$ cat src/rtl/fifo_mc_reg_pkg.sv
`default_nettype none
// ============================================================================
//  Module  : fifo_mc_reg_pkg
//  Purpose : Shared definitions for the multi-channel register FIFO bank:
//            default parameter values, per-channel depth derivation and
//            packed-bus slice helpers used by the top level.
//  Ports   : none (package)
//  Rev     : 1.0  initial release
// ============================================================================
package fifo_mc_reg_pkg;

   localparam int c_DEF_NUM_CH   = 4;
   localparam int c_DEF_ADDR_BW  = 2;
   localparam int c_DEF_DATA_BW  = 8;
   localparam int c_DEF_AFULL_TH = 3;

   // Number of entries held by one channel.
   function automatic int fifo_depth(input int addr_bw);
      return 1 << addr_bw;
   endfunction

   // LSB position of channel ch inside a bus packing w bits per channel.
   function automatic int ch_lsb(input int ch, input int w);
      return ch * w;
   endfunction

endpackage
`default_nettype wire

$ cat src/rtl/fifo_mc_reg_ch.sv
`default_nettype none
// ============================================================================
//  Module  : fifo_mc_ch
//  Purpose : Single-channel register FIFO core: storage, read/write pointers,
//            occupancy count, status decodes and optional sticky error flags.
//  Ports   : clk, rst        - clock, synchronous active-high reset
//            push, pop       - write / read request
//            din             - write data
//            dout            - head entry (0 when empty)
//            num_item        - occupancy 0..2**ADDR_BW
//            full, empty     - occupancy decodes
//            almost_full     - num_item >= AFULL_TH
//            ovf, udf        - sticky overflow / underflow flags
//  Config  : FIFO_MC_ERRFLAG_EN enables the ovf/udf flag registers;
//            otherwise both outputs are tied low.
//  Rev     : 1.0  initial release
// ============================================================================
module fifo_mc_ch
   import fifo_mc_reg_pkg::*;
#(
   parameter int ADDR_BW  = c_DEF_ADDR_BW,
   parameter int DATA_BW  = c_DEF_DATA_BW,
   parameter int AFULL_TH = c_DEF_AFULL_TH
) (
   input  logic               clk,
   input  logic               rst,
   input  logic               push,
   input  logic               pop,
   input  logic [DATA_BW-1:0] din,
   output logic [DATA_BW-1:0] dout,
   output logic [ADDR_BW:0]   num_item,
   output logic               full,
   output logic               empty,
   output logic               almost_full,
   output logic               ovf,
   output logic               udf
);

   localparam int              c_DEPTH    = fifo_depth(ADDR_BW);
   localparam logic [ADDR_BW:0] c_FULL_CNT = (ADDR_BW+1)'(c_DEPTH);
   localparam logic [ADDR_BW:0] c_AFULL    = (ADDR_BW+1)'(AFULL_TH);

   logic [DATA_BW-1:0] r_mem [c_DEPTH];
   logic [ADDR_BW-1:0] r_wr_ptr;
   logic [ADDR_BW-1:0] r_rd_ptr;
   logic [ADDR_BW:0]   r_cnt;

   logic w_full;
   logic w_empty;
   logic w_push_acc;
   logic w_pop_acc;

   assign w_full     = (r_cnt == c_FULL_CNT);
   assign w_empty    = (r_cnt == '0);
   // A full queue still accepts a push when a pop frees the head slot in the
   // same cycle; an empty queue never forwards push data to pop (no bypass).
   assign w_push_acc = push & (~w_full | pop);
   assign w_pop_acc  = pop & ~w_empty;

   always_ff @(posedge clk) begin
      if (rst) begin
         for (int i = 0; i < c_DEPTH; i++) begin
            r_mem[i] <= '0;
         end
         r_wr_ptr <= '0;
         r_rd_ptr <= '0;
         r_cnt    <= '0;
      end else begin
         if (w_push_acc) begin
            r_mem[r_wr_ptr] <= din;
            r_wr_ptr        <= r_wr_ptr + 1'b1;
         end
         if (w_pop_acc) begin
            r_rd_ptr <= r_rd_ptr + 1'b1;
         end
         if (w_push_acc && !w_pop_acc) begin
            r_cnt <= r_cnt + 1'b1;
         end else if (w_pop_acc && !w_push_acc) begin
            r_cnt <= r_cnt - 1'b1;
         end
      end
   end

   assign dout        = w_empty ? '0 : r_mem[r_rd_ptr];
   assign num_item    = r_cnt;
   assign full        = w_full;
   assign empty       = w_empty;
   assign almost_full = (r_cnt >= c_AFULL);

`ifdef FIFO_MC_ERRFLAG_EN
   logic r_ovf;
   logic r_udf;

   always_ff @(posedge clk) begin
      if (rst) begin
         r_ovf <= 1'b0;
         r_udf <= 1'b0;
      end else begin
         if (push && w_full && !pop) begin
            r_ovf <= 1'b1;
         end
         if (pop && w_empty) begin
            r_udf <= 1'b1;
         end
      end
   end

   assign ovf = r_ovf;
   assign udf = r_udf;
`else
   assign ovf = 1'b0;
   assign udf = 1'b0;
`endif

endmodule
`default_nettype wire

$ cat src/rtl/fifo_mc_reg.sv
`default_nettype none
// ============================================================================
//  Module  : fifo_mc_reg
//  Purpose : Bank of NUM_CH independent register FIFOs, each 2**ADDR_BW deep
//            and DATA_BW wide. The top level only slices the packed buses
//            and replicates the single-channel core.
//  Ports   : clk, rst          - clock, synchronous active-high reset
//            push[NUM_CH]      - per-channel write request
//            pop[NUM_CH]       - per-channel read request
//            din               - channel c at [c*DATA_BW +: DATA_BW]
//            dout              - head entry per channel, same packing
//            num_item          - channel c at [c*(ADDR_BW+1) +: ADDR_BW+1]
//            full, empty, almost_full, ovf, udf - per-channel status
//  Config  : FIFO_MC_ERRFLAG_EN enables sticky ovf/udf flags in every
//            channel; otherwise they read 0.
//  Rev     : 1.0  initial release
// ============================================================================
module fifo_mc_reg
   import fifo_mc_reg_pkg::*;
#(
   parameter int NUM_CH   = c_DEF_NUM_CH,
   parameter int ADDR_BW  = c_DEF_ADDR_BW,
   parameter int DATA_BW  = c_DEF_DATA_BW,
   parameter int AFULL_TH = c_DEF_AFULL_TH
) (
   input  logic                          clk,
   input  logic                          rst,
   input  logic [NUM_CH-1:0]             push,
   input  logic [NUM_CH-1:0]             pop,
   input  logic [NUM_CH*DATA_BW-1:0]     din,
   output logic [NUM_CH*DATA_BW-1:0]     dout,
   output logic [NUM_CH*(ADDR_BW+1)-1:0] num_item,
   output logic [NUM_CH-1:0]             full,
   output logic [NUM_CH-1:0]             empty,
   output logic [NUM_CH-1:0]             almost_full,
   output logic [NUM_CH-1:0]             ovf,
   output logic [NUM_CH-1:0]             udf
);

   localparam int c_CNT_BW = ADDR_BW + 1;

   for (genvar c = 0; c < NUM_CH; c++) begin : g_ch
      fifo_mc_ch #(
         .ADDR_BW  (ADDR_BW),
         .DATA_BW  (DATA_BW),
         .AFULL_TH (AFULL_TH)
      ) u_ch (
         .clk         (clk),
         .rst         (rst),
         .push        (push[c]),
         .pop         (pop[c]),
         .din         (din[ch_lsb(c, DATA_BW) +: DATA_BW]),
         .dout        (dout[ch_lsb(c, DATA_BW) +: DATA_BW]),
         .num_item    (num_item[ch_lsb(c, c_CNT_BW) +: c_CNT_BW]),
         .full        (full[c]),
         .empty       (empty[c]),
         .almost_full (almost_full[c]),
         .ovf         (ovf[c]),
         .udf         (udf[c])
      );
   end

endmodule
`default_nettype wire

$ cat config.mk
export PLATFORM = sky130hd
export DESIGN_NAME = fifo_mc_reg
export DESIGN_NICKNAME = d
export VERILOG_FILES = /design/src/rtl/fifo_mc_reg_pkg.sv /design/src/rtl/fifo_mc_reg_ch.sv /design/src/rtl/fifo_mc_reg.sv
export SDC_FILE = /design/constraint.sdc
export NUM_CORES = 1
export LEC_CHECK = 0
export ABC_AREA = 1
export ABC_CLOCK_PERIOD_IN_PS = 5630
export CAP_MARGIN = 5
export CORE_MARGIN = 1
export CORE_UTILIZATION = 25
export DETAILED_ROUTE_END_ITERATION = 16
export GPL_ROUTABILITY_DRIVEN = 1
export GPL_TIMING_DRIVEN = 0
export PLACE_DENSITY_LB_ADDON = 0.3
export SETUP_SLACK_MARGIN = 0.15
export SLEW_MARGIN = 20
export SYNTH_ARGS = -nofsm -noshare
export SYNTH_HDL_FRONTEND = slang
export SYNTH_SLANG_ARGS = --single-unit
$ cat constraint.sdc
create_clock -name clk -period 5.63 [get_ports clk]
set_input_delay 1.126 -clock clk [delete_from_list [all_inputs] [get_ports clk]]
set_output_delay 1.126 -clock clk [all_outputs]
set_load 0.01 [all_outputs]
## After elaboration in Yosys (flattened, before gate mapping)

Memory sizes are Yosys's and may differ from the RTL's. A register that Yosys moved wholly into a read port is not among the register bits.
Index checks and enable logic that the tools add are counted.

| operators by class | value |
|---|---|
| add/subtract/negate cells | 16 |
| $lt $le $gt $ge | 4 |
| eq/ne operators | 4 |
| muxes and demuxes | 46 |
| bitwise gates (word level) | 20 |
| reduce and logical (&&, ||, !) cells | 28 |

Operators with widths:

| kind | number |
|---|---|
| $mux W8 | 8 |
| $reduce_or A8 Y1 | 4 |
| $mux W2 | 12 |
| $mux W3 | 8 |
| $mux W1 | 18 |
| $add A2 B1 Y2 const B | 8 |
| $add A3 B1 Y3 const B | 4 |
| $eq A3 B3 Y1 const B | 4 |
| $ge A3 B2 Y1 const B | 4 |
| $logic_not A3 Y1 | 4 |
| $sub A3 B1 Y3 const B | 4 |
| $and A1 B1 Y1 | 8 |
| $logic_and A1 B1 Y1 | 8 |
| $logic_not A1 Y1 | 8 |
| $not A1 Y1 | 8 |
| $reduce_bool A2 Y1 | 4 |
| $or A1 B1 Y1 | 4 |

| word-level totals | value |
|---|---|
| register bits after elaboration | 28 |
| RAM bits | 128 |
| logic and storage cells | 134 |
| memories kept | 4 |

Memories:

| memory | depth | width | read ports | clocked after Yosys merged registers in | wr ports | line | text |
|---|---|---|---|---|---|---|---|
| g_ch[0].u_ch.r_mem | 4 | 8 | 1 | 1 | 4 | fifo_mc_reg_ch.sv:43 | `logic [DATA_BW-1:0] r_mem [c_DEPTH];` |
| g_ch[1].u_ch.r_mem | 4 | 8 | 1 | 1 | 4 | fifo_mc_reg_ch.sv:43 |  |
| g_ch[2].u_ch.r_mem | 4 | 8 | 1 | 1 | 4 | fifo_mc_reg_ch.sv:43 |  |
| g_ch[3].u_ch.r_mem | 4 | 8 | 1 | 1 | 4 | fifo_mc_reg_ch.sv:43 |  |

## Depth between registers and ports, before layout

Gate-level depths: netlist (run 1).

| depth | value |
|---|---|
| word-level depth | 9 |
| gate-level depth with buffers | 12 |

## Hierarchy

From an unflattened synthesis (run 1), not the netlist that was laid out.

| unflattened totals | value |
|---|---|
| cells, all modules | 844 |
| area, all modules | 7931.4 µm² |

By module, submodules not included:

| module | times used | cells an instance | area each (µm²) |
|---|---|---|---|
| fifo_mc_ch at g_ch[0].u_ch ... | 2 | 211 | 2050.7 |
| fifo_mc_ch at g_ch[2].u_ch | 1 | 211 | 1915.6 |
| fifo_mc_ch at g_ch[1].u_ch | 1 | 211 | 1914.3 |

## Least setup slack after synthesis (run 1)

No wires, ideal clock.

| path | value |
|---|---|
| path type | input -> register |
| start point | input pop[0] |
| end point | memory g_ch[0].u_ch.r_mem[0][0] in the netlist's numbering (enable) |
| setup time | 384 ps |
| data arrival time | 2117 ps |
| data required time | 5246 ps |
| path slack | 3129 ps |
| stages on the path | 4 |
| buffers on the path | 0 |
| path through | inv_1 > nand3_2 > nand4_2 > o21ai_0 |

RTL lines:

| element | line | text |
|---|---|---|
| from (decl) | fifo_mc_reg.sv:29 | `input logic [NUM_CH-1:0] pop,` |
| to (decl) | fifo_mc_reg_ch.sv:43 |  |

## Worst setup path in the final report (run 1)

| path | value |
|---|---|
| start point | register g_ch[0].u_ch.r_cnt[0] |
| end point | output dout[2] |

| between the ends | value |
|---|---|
| word-level cells in the longest chain between the ends | 2 |

RTL lines:

| element | line | text |
|---|---|---|
| from (decl) | fifo_mc_reg_ch.sv:46 | `logic [ADDR_BW:0] r_cnt;` |
| from (signal assigned) | fifo_mc_reg_ch.sv:77 | `r_cnt <= r_cnt + 1'b1;` |
| from (signal assigned) | fifo_mc_reg_ch.sv:79 | `r_cnt <= r_cnt - 1'b1;` |
| $logic_not A3 Y1 | fifo_mc_reg_ch.sv:54 | `assign w_empty = (r_cnt == '0);` |
| net g_ch[0].u_ch.empty | fifo_mc_reg_ch.sv:33 | `output logic empty,` |
| $mux W8 | fifo_mc_reg_ch.sv:84 | `assign dout = w_empty ? '0 : r_mem[r_rd_ptr];` |
| to (decl) | fifo_mc_reg.sv:31 | `output logic [NUM_CH*DATA_BW-1:0] dout,` |

The timed path passes the listed nets, and every way through them passes these cells.

==> impl_table.tex, run 1 <==
\begin{tabular}{lr}
\hline
Metric & Value \\
\hline
\multicolumn{2}{l}{\textbf{Status}} \\
Outcome & finished clean \\
\multicolumn{2}{l}{\textbf{Global route}} \\
Number of global-route vias before repair & 5936 \\
Overall routing resource usage & 0.129 \\
Initial antenna violation count & 0 \\
Maximum number of pins on one net before global-route repair & 17 \\
Residual overflow from global routing & 0 \\
First-pass GRT wire length & 32100 um \\
\multicolumn{2}{l}{\textbf{Setup path}} \\
Critical Path Sink Type & output port \\
Nature of the critical path startpoint & flop \\
Worst path slowest cell & clkdlybuf4s50\_1 \\
Arrival time at the worst endpoint & 2440 ps \\
Maximum net fanout on the critical path & 9 \\
Cell breakdown of the critical path & nor2\_1 > nand2\_1 > clkinv\_1 > a21oi\_1 > clkdlybuf4s50\_1 \\
Critical path data required time & 4500 ps \\
CP max stage delay & 590 ps \\
Count of cells along the worst register-to-register path & 4 \\
Type of the worst setup path & reg -> out \\
Source of the worst register-to-register timing path & g\_ch[0].u\_ch.num\_item[0]\$\_SDFFE\_PP0P\_ \\
Endpoint of the lowest-slack register-to-register path & g\_ch[0].u\_ch.r\_mem[0][1]\$\_SDFFCE\_PN0P\_ \\
Register-to-register setup slack & 3490 ps \\
\multicolumn{2}{l}{\textbf{STA}} \\
Setup clock skew after layout & 7.98 ps \\
RSZ-0062 raised after global routing & no \\
Shortest clock period the worst path allows after layout & 3570 ps \\
Slew at the pin with the worst max-slew slack & 965 ps \\
Final period util & 0.634 \\
Fmax & 280 MHz \\
Endpoints failing hold & 0 \\
Final setup TNS & 0 ps \\
Finish-stage setup viols & 0 \\
Relative slew margins & 0.353 \\
Final Max Slew Viols & 0 \\
\multicolumn{2}{l}{\textbf{Floorplan}} \\
Floorplan die width & 181 um \\
Initial Utilization & 0.254 \\
Die ar. & 32700 um\^{}2 \\
Total I/O pin count & 106 \\
FP Rows & 65 \\
Core region area & 31600 um\^{}2 \\
Floorplan die height & 181 um \\
\multicolumn{2}{l}{\textbf{Placement}} \\
Gpl congestion & 0.783 \\
Count of buffers from port buffering & 97 \\
DP HPWL & 14300 um \\
\multicolumn{2}{l}{\textbf{Synthesis}} \\
Largest cells by area after synthesis & edfxtp\_1 48\%, nor2\_1 9.7\%, dfxtp\_1 9.0\% \\
Count of distinct cell types in the synthesized netlist & 32 \\
Synth warn & 0 \\
Most used flip-flop cell after synthesis & edfxtp\_1 \\
Area of the mapped netlist & 8010 um\^{}2 \\
Avg Cell Area, Syn & 9.48 um\^{}2 \\
Share of the synthesized area in the top cell type & 0.480 \\
Number of enable flip-flop cells after synthesis & 128 \\
Async set or reset register ratio after synthesis & 0 \\
Sequential-to-total area share from yosys stat & 0.570 \\
Most area-hungry cell type in the Yosys netlist & edfxtp\_1 \\
Synthesized netlist cell count & 845 \\
Post-synthesis sequential element count & 164 \\
\multicolumn{2}{l}{\textbf{Layout}} \\
Share of the core filled with cells & 0.319 \\
Area growth from synthesis to final layout & 25.6\% \\
Final-stage net count & 1018 \\
Fraction of layout instances using a drive strength above 1 & 0.139 \\
Final antenna diode count & 0 \\
\multicolumn{2}{l}{\textbf{Hold path}} \\
Cells on Worst Hold Path & 2 \\
Worst hold endpoint & g\_ch[2].u\_ch.r\_wr\_ptr[0]\$\_SDFFE\_PP0P\_ \\
Hold Startpoint & g\_ch[2].u\_ch.r\_wr\_ptr[0]\$\_SDFFE\_PP0P\_ \\
Class of the worst hold path & reg -> reg \\
\multicolumn{2}{l}{\textbf{Clock tree}} \\
Number of buffers added to fix hold violations after cts & 0 \\
Number of sinks on the clock net & 164 \\
Clock tree root driver cell & clkbuf\_16 \\
Post-cts resize count & 0 \\
CTS tree & built \\
Clock-pin slew of the registers on the worst-case setup and hold paths & 60 ps \\
Maximum level of the CTS H-tree & 4 \\
Maximum root-to-sink buffer count & 2 \\
Number of buffers inserted during clock tree synthesis & 17 \\
Setup repair bufs after CTS & 0 \\
Later-pin clock latency in the skew report & 430 ps \\
\multicolumn{2}{l}{\textbf{Run}} \\
Max-cap viol count & 0 \\
\multicolumn{2}{l}{\textbf{Pwr}} \\
Leakage power & 0.00405 uW \\
Final Power & 4400 uW \\
Worst VDD drop & 0.216 mV \\
Power per standard cell area & 438 nW/um\^{}2 \\
\multicolumn{2}{l}{\textbf{Routing}} \\
TritonRoute pass-1 iters & 5 \\
Routed Wire Length & 20600 um \\
Average routed wire per standard cell & 14.9 um \\
Average vias per placed instance & 4.32 \\
DRC violation count after routing & 0 \\
Total via count in the routed design & 5976 \\
DR iter-0 viols & 350 \\
Count of nets left with antenna violations after detail routing & 0 \\
\hline
\end{tabular}
-- logic make-up after synthesis --
logic type / count (synthesis) / synth area share
AO/OA/AOI/OAI: 134 / 0.0838
XOR/XNOR: 4 / 0.00438
adder cells (fa/ha/maj): 8 / 0.0163
buffers and inverters: 147 / 0.0905
flip-flops: 164 / 0.570
other: 1 / 0.000468
AND/OR/NAND/NOR: 387 / 0.235
-- power by group --
part / switching (uW) / internal [uW] / total (uW)
registers: 115 / 1470 / 1590
logic: 951 / 752 / 1700
clock network: 481 / 631 / 1110
-- per-stage QoR --
| step | hold slack [ps] | setup WS, ps | cells | instance area, um^2 |
|---|---|---|---|---|
| 3_3_place_gp | 467 | 1950 | 1351 | 9510 |
| 4_1_cts | 490 | 2010 | 1383 | 10100 |
| 6_report | 491 | 2060 | 1383 | 10100 |
| 2_1_floorplan | 452 | 3130 | 852 | 8030 |
| 3_5_place_dp | 480 | 2100 | 1351 | 9510 |
| 5_1_grt | 518 | 1880 | 1383 | 10100 |
-- worst max path at each step --
stage | from | endpoint | slack [ps] | cells after the start
finish | g_ch[0].u_ch.num_item[0]$_SDFFE_PP0P_ | dout[2] | 2060 | 5
global route | g_ch[1].u_ch.num_item[0]$_SDFFE_PP0P_ | dout[13] | 1880 | 5
CTS | g_ch[0].u_ch.num_item[0]$_SDFFE_PP0P_ | dout[2] | 2010 | 5
detailed placement | rst | g_ch[1].u_ch.r_mem[2][4]$_SDFFCE_PN0P_ | 2100 | 4
global placement | rst | g_ch[0].u_ch.r_mem[0][5]$_SDFFCE_PN0P_ | 1950 | 4
floorplan | pop[0] | g_ch[0].u_ch.r_mem[0][0]$_SDFFCE_PN0P_ | 3130 | 4
-- area by class of cell --
type / count / area, um^2
Buffer: 49 / 354
Clock buffer: 22 / 465
Clock inverter: 10 / 82.6
Fill cell: 3264 / 21500
Inverter: 98 / 370
Multi-Input combinational cell: 541 / 2740
Sequential cell: 164 / 4560
Tap cell: 402 / 503
Timing Repair Buffer: 97 / 971
-- placed cells by master (no fill, tap or decap), types with 5 or more instances in the layout --
cell type,netlist,layout
a21oi_1,48,48
buf_2,9,9
buf_4,29,29
buf_6,6,6
clkbuf_16,0,18
clkdlybuf4s50_1,0,97
clkinv_2,0,6
conb_1,1,8
dfxtp_1,36,36
edfxtp_1,128,128
inv_1,86,86
inv_2,7,7
nand2_1,83,83
nand2_2,5,5
nand3_1,13,13
nor2_1,206,206
nor3_1,33,33
nor3_2,27,27
o21ai_0,82,72
o21ai_1,4,14
-- worst max-delay path: cells and delay by family, from the launching register on --
| family | cells | cell delay (ps) |
|---|---|---|
| simple gates | 2 | 220 |
| flops | 1 | 480 |
| compound gates | 1 | 370 |
| buf+inv | 2 | 930 |
-- synthesized netlist by cell type, types with 6 or more instances --
cell,instances
buf_2,9
inv_1,86
buf_6,6
inv_2,7
nand2_1,83
nand3_1,13
nor2_1,206
dfxtp_1,36
edfxtp_1,128
o21ai_0,82
nor3_2,27
a21oi_1,48
buf_4,29
nor3_1,33
-- flip-flops by register name (all words and copies together) (netlist names), named ones only --
| signal | cells |
|---|---|
| g_ch.u_ch.r_wr_ptr | 8 |
| g_ch.u_ch.r_rd_ptr | 8 |
| g_ch.u_ch.r_mem | 128 |
| g_ch.u_ch.num_item | 12 |
-- metal layers --
layer / global-route usage / vias to the layer above / part of all wire
li1: - / 3018 / -
met1: 0.165 / 2818 / 0.46
met2: 0.216 / 115 / 0.49
met3: 0.0230 / 25 / 0.031
met4: 0.0512 / 0 / 0.019
met5: 0 / - / 0
Note: power is estimated with default switching activity, not from simulation.
==> inputs of run 2 (changes only) <==
--- a/config.mk
+++ b/config.mk
@@ -6,7 +6,7 @@
 export NUM_CORES = 1
 export LEC_CHECK = 0
 export ABC_AREA = 1
-export ABC_CLOCK_PERIOD_IN_PS = 5630
+export ABC_CLOCK_PERIOD_IN_PS = 3500
 export CAP_MARGIN = 5
 export CORE_MARGIN = 1
 export CORE_UTILIZATION = 25
==> constraint.sdc (replaced) <==
create_clock -name clk -period 3.5 [get_ports clk]
set_input_delay 0.7 -clock clk [delete_from_list [all_inputs] [get_ports clk]]
set_output_delay 0.7 -clock clk [all_outputs]
set_load 0.01 [all_outputs]
==> results of run 2 <==
Same layout as run 1 (identical final DEF). Status: finished clean.
Among the figures that moved: setup slack after placement 2100 ps -> 394 ps; setup slack after layout 2060 ps -> 356 ps; register-to-register setup slack 3490 ps -> 1360 ps; total power 4400 uW -> 7080 uW; worst IR drop on VDD 0.216 mV -> 0.347 mV
